[src/rtl/alu_rr_sched.sv]
// alu_rr_sched: round-robin sharing of one 4-bit ALU between two requesters.
// Each operation is accepted in IDLE, evaluated in EXEC and held in RESP until
// the owning port takes the tagged result.

module alu_rr_sched_alu (
    input  logic [2:0] func,
    input  logic [3:0] a,
    input  logic [3:0] b,
    output logic [3:0] c,
    output logic       carry,
    output logic       overflow,
    output logic       zero
);

    logic [4:0] sum;

    // ALU function decode; only the add codes produce flags
    always_comb begin
        sum      = 5'(a) + 5'(b);
        c        = 4'h0;
        carry    = 1'b0;
        overflow = 1'b0;
        zero     = 1'b0;
        case (func)
            3'b000, 3'b001: begin
                c        = sum[3:0];
                carry    = sum[4];
                overflow = (a[3] == b[3]) && (sum[3] != a[3]);
                zero     = (sum[3:0] == 4'h0);
            end
            3'b010:  c = ~a;
            3'b011:  c = a & b;
            3'b100:  c = a | b;
            3'b101:  c = a ^ b;
            3'b110:  c = (a < b) ? 4'h1 : 4'h0;
            default: c = (a == b) ? 4'h1 : 4'h0;
        endcase
    end

endmodule

module alu_rr_sched (
    input  logic       i_clk,
    input  logic       i_rst_n,
    input  logic       i_req0_valid,
    input  logic       i_req1_valid,
    output logic       o_req0_ready,
    output logic       o_req1_ready,
    input  logic [2:0] i_req0_func,
    input  logic [2:0] i_req1_func,
    input  logic [3:0] i_req0_a,
    input  logic [3:0] i_req0_b,
    input  logic [3:0] i_req1_a,
    input  logic [3:0] i_req1_b,
    output logic       o_rsp0_valid,
    output logic       o_rsp1_valid,
    input  logic       i_rsp0_ready,
    input  logic       i_rsp1_ready,
    output logic [3:0] o_rsp_c,
    output logic       o_rsp_carry,
    output logic       o_rsp_overflow,
    output logic       o_rsp_zero,
    output logic       o_busy
);

    typedef enum logic [1:0] {IDLE, EXEC, RESP} state_t;

    state_t     state;
    logic       ptr;
    logic       owner;
    logic [2:0] func_q;
    logic [3:0] a_q;
    logic [3:0] b_q;

    logic       grant_valid;
    logic       grant_id;
    logic [3:0] alu_c;
    logic       alu_carry;
    logic       alu_overflow;
    logic       alu_zero;
    logic       owner_ready;

    // Grant selection: pointer breaks ties, a lone valid always wins
    always_comb begin
        grant_valid = i_req0_valid | i_req1_valid;
        grant_id    = 1'b0;
        if (i_req0_valid && i_req1_valid) begin
            grant_id = ptr;
        end else if (i_req1_valid) begin
            grant_id = 1'b1;
        end
    end

    // Request ready is forced low while reset is held
    assign o_req0_ready = i_rst_n && (state == IDLE) && grant_valid && !grant_id;
    assign o_req1_ready = i_rst_n && (state == IDLE) && grant_valid &&  grant_id;
    assign owner_ready  = owner ? i_rsp1_ready : i_rsp0_ready;

    alu_rr_sched_alu u_alu (
        .func     (func_q),
        .a        (a_q),
        .b        (b_q),
        .c        (alu_c),
        .carry    (alu_carry),
        .overflow (alu_overflow),
        .zero     (alu_zero)
    );

    // Scheduler FSM with registered response and busy outputs
    always_ff @(posedge i_clk or negedge i_rst_n) begin
        if (!i_rst_n) begin
            state          <= IDLE;
            ptr            <= 1'b0;
            owner          <= 1'b0;
            func_q         <= 3'h0;
            a_q            <= 4'h0;
            b_q            <= 4'h0;
            o_rsp_c        <= 4'h0;
            o_rsp_carry    <= 1'b0;
            o_rsp_overflow <= 1'b0;
            o_rsp_zero     <= 1'b0;
            o_rsp0_valid   <= 1'b0;
            o_rsp1_valid   <= 1'b0;
            o_busy         <= 1'b0;
        end else begin
            case (state)
                IDLE: begin
                    if (grant_valid) begin
                        owner  <= grant_id;
                        ptr    <= ~grant_id;
                        func_q <= grant_id ? i_req1_func : i_req0_func;
                        a_q    <= grant_id ? i_req1_a    : i_req0_a;
                        b_q    <= grant_id ? i_req1_b    : i_req0_b;
                        o_busy <= 1'b1;
                        state  <= EXEC;
                    end
                end
                EXEC: begin
                    o_rsp_c        <= alu_c;
                    o_rsp_carry    <= alu_carry;
                    o_rsp_overflow <= alu_overflow;
                    o_rsp_zero     <= alu_zero;
                    o_rsp0_valid   <= !owner;
                    o_rsp1_valid   <= owner;
                    state          <= RESP;
                end
                RESP: begin
                    if (owner_ready) begin
                        o_rsp0_valid <= 1'b0;
                        o_rsp1_valid <= 1'b0;
                        o_busy       <= 1'b0;
                        state        <= IDLE;
                    end
                end
                default: begin
                    o_busy <= 1'b0;
                    state  <= IDLE;
                end
            endcase
        end
    end

endmodule

[config.mk]
export PLATFORM = sky130hd
export DESIGN_NAME = alu_rr_sched
export DESIGN_NICKNAME = d
export VERILOG_FILES = /design/src/rtl/alu_rr_sched.sv
export SDC_FILE = /design/constraint.sdc
export NUM_CORES = 1
export LEC_CHECK = 0
export ABC_CLOCK_PERIOD_IN_PS = 2300
export CORE_MARGIN = 1.5
export CORE_UTILIZATION = 31
export DETAILED_ROUTE_END_ITERATION = 16
export PLACE_DENSITY_LB_ADDON = 0.12
export SKIP_LAST_GASP = 1
export SLEW_MARGIN = 20
export SYNTH_ARGS = -nofsm -noshare
export SYNTH_HDL_FRONTEND = slang
export SYNTH_SLANG_ARGS = --single-unit
[constraint.sdc]
create_clock -name i_clk -period 2.3 [get_ports i_clk]
set_input_delay 0.69 -clock i_clk [delete_from_list [all_inputs] [get_ports i_clk]]
set_output_delay 0.69 -clock i_clk [all_outputs]
set_load 0.005 [all_outputs]
==> flow_metrics.tcl <==
set metrics [dict create \
    status "finished clean" \
    drc_errors 0 \
    wl_per_cell_um 12.48 \
    first_pass_iters 5 \
    arrival_ns 1.55 \
    clkTransAtPathRegs_ns 0.09 \
    syn_area_um2 1627 \
    cp_top_family "buffers and inverters" \
    route.vias.total 1401 \
    start_util 0.3205 \
    synth_top_area_share 0.3846 \
    finalHoldViolCount 0 \
    setup_violations 0 \
    ant_nets 0 \
    worstPathMaxFanout 4 \
    setup_ws_ns 0.06309 \
    cts-buffers-inserted 3 \
    post-route-util 0.4250 \
    required_ns 1.61 \
    ff2ff_setup_slack_ns 0.44 \
    path_buf_inv 2 \
    fmax_mhz 447.0 \
    cts_tree "done" \
    gp_routability_congestion 0.8971 \
    cp_cell_sequence "dlygate4sd2_1 -> o21ai_4 -> nor4b_2 -> clkbuf_2" \
    layout.cells.non_filler 292 \
    drv_slew 0 \
    max_stage_delay_ns 0.35 \
    cap_violations 0 \
    overflow 0 \
    portBuffers 39 \
    total_leakage_power_nw 0.9649 \
    start_kind "input port" \
    vias_per_cell 4.798 \
    cp_slowest_cell "dlygate4sd2_1" \
    ys_warn_count 0 \
    r2r_cells 6 \
    clock_skew_ns 0.001642 \
    num_antenna_cells 0 \
    drt_iter0_markers 64 \
    grt_max_degree 24 \
    antenna_found_initial 0 \
    post-route-cell-area_um2 2157 \
    async_flop_share 1.000 \
    yosysUniqueCellTypes 41 \
    hpwlAfterDp_um 2832 \
    cts.hold.buffers_added 0 \
    synth_area_leaders "dfrtp_1 38%, ha_1 9.2%, mux2i_1 7.4%" \
    fp.dieH_um 75.44 \
    worst-path-stages 4 \
    power_density_nw_per_um2 1249 \
    track_usage 0.1407 \
    dieArea_um2 5690 \
    insertion_delay_ns 0.27 \
    grt_pass1_wl_um 6058 \
    hold_ws_ns 0.4878 \
    hold_class "reg -> reg" \
    synth_edf_count 0 \
    core_area_um2 5075 \
    postPlaceCellArea_um2 2097 \
    critPathKind "in -> out" \
    end_kind "output pin" \
    syn-num-nets 224 \
    grt_pass1_vias 1348 \
    synth_top_cell_by_area "dfrtp_1" \
    min_path_cells 2 \
    syn_inst 183 \
    drive_gt1_frac 0.09459 \
    num_io_pins 40 \
    cts-root-buf "clkbuf_8" \
    synth_flop_cell "dfrtp_1" \
    die_w_um 75.44 \
    yosysSeqAreaShare 0.3846 \
    tightest_slew_ns 0.5934 \
    drt_wl_total_um 3645 \
    fillerInstances 538 \
    area_growth_pct 32.62 \
    ctsLongestPathBuffers 2 \
    postSynthAreaPerCell_um2 8.888 \
    grt_setup_unrepaired "no" \
    slew_headroom 0.6036 \
    worst_ir_drop_vdd_v 0.0004310 \
    min_period_ns 2.237 \
    final.period_utilization 0.9726 \
    htreeDepth 1 \
    layout.nets 264 \
    fp-row-count 26 \
    ys_ff_latch 25 \
    numClockSinks 25 \
    place_ws_ns -0.5954 \
    dp_cells 287 \
]
==> synth_stat cells, types with 3 or more instances <==
master / n
buf_2: 6
inv_1: 15
nor4_1: 3
ha_1: 12
nand2_1: 22
a31oi_1: 5
a21oi_1: 9
mux2i_1: 12
o21ai_0: 21
clkbuf_1: 4
nor2_1: 10
dfrtp_1: 25
nand3_1: 3
==> tightest hold or removal path, stage by stage (launching register included) <==
cell and delay [ns]:
dfrtp_1 0.35, nand2_1 0.06, o41ai_1 0.05
==> logic make-up (layout without fill, tap and decap cells) <==
kind of cell,Yosys count,in the layout,synth area share
simple gates,48,48,0.1362
fa+ha+maj,13,13,0.1046
mux,13,13,0.08077
buf+inv,28,67,0.07384
flops,25,25,0.3846
xor+xnor,3,3,0.01616
compound gates,53,53,0.2038
==> cell type report <==
type,count,area (um2),share of cell area
clock buffer,4,45.04,0.02088
inverter,16,60.06,0.02784
multi-input combinational,130,898.4,0.4165
sequential,25,625.6,0.2900
tap,70,87.58,0.04060
timing repair buffer,47,440.4,0.2042
==> state kept, by name, summed over array words and instances (netlist names) <==
| name | flops |
|---|---|
| a_q | 4 |
| b_q | 4 |
| func_q | 3 |
| o_busy | 1 |
| o_rsp0_valid | 1 |
| o_rsp1_valid | 1 |
| o_rsp_c | 4 |
| o_rsp_carry | 1 |
| o_rsp_overflow | 1 |
| o_rsp_zero | 1 |
| owner | 1 |
| ptr | 1 |
| state | 2 |
==> path summary, 6_finish.rpt <==
check	from	to
min in group asynchronous	i_rst_n	ptr
min	o_rsp_carry	o_rsp_carry
min reg2reg	o_rsp_carry	o_rsp_carry
max reg2reg	a_q[0]	o_rsp_zero
max	i_req1_valid	o_req1_ready
max in group asynchronous	i_rst_n	b_q[0]
==> cells in the final DEF (no fill, tap or decap), drive strengths merged, types with 3 or more instances in the layout <==
cell,count
a21oi,10
a31oi,5
buf,9
clkbuf,5
clkdlybuf4s50,34
dfrtp,25
dlygate4sd2,3
ha,12
inv,16
mux2i,12
nand2,22
nand3,3
nor2,10
nor4,3
o21ai,23
==> through the flow <==
stage	power, mW	TNS [ns]
6_report	2.695	0
4_1_cts	2.700	0
2_1_floorplan	1.921	0
3_5_place_dp	2.411	-1.075
5_1_grt	2.964	0
3_3_place_gp	2.364	-1.047
==> power breakdown <==
| part | internal, mW | leakage [nW] | switching [mW] |
|---|---|---|---|
| sequential | 0.649 | 0.304 | 0.274 |
| combinational | 0.738 | 0.638 | 0.766 |
| clock | 0.124 | 0.0228 | 0.144 |
| total | 1.51 | 0.965 | 1.18 |
==> what timing repair did <==
item                       CTS  global route
resized for setup           12             3
gates cloned                 0             0
pin swaps                    2             0
setup endpoints to repair    2             2
setup buffers                1             0
==> layer usage <==
metal | GRT usage | routed length [um] | vias up
met3 | 0.02646 | 179 | 8
met1 | 0.1909 | 1791 | 638
met2 | 0.2125 | 1600 | 42
met4 | 0.07540 | 74 | 0
li1 | - | - | 713
met5 | 0 | 0 | -
Power figures use the tool's default switching activity.
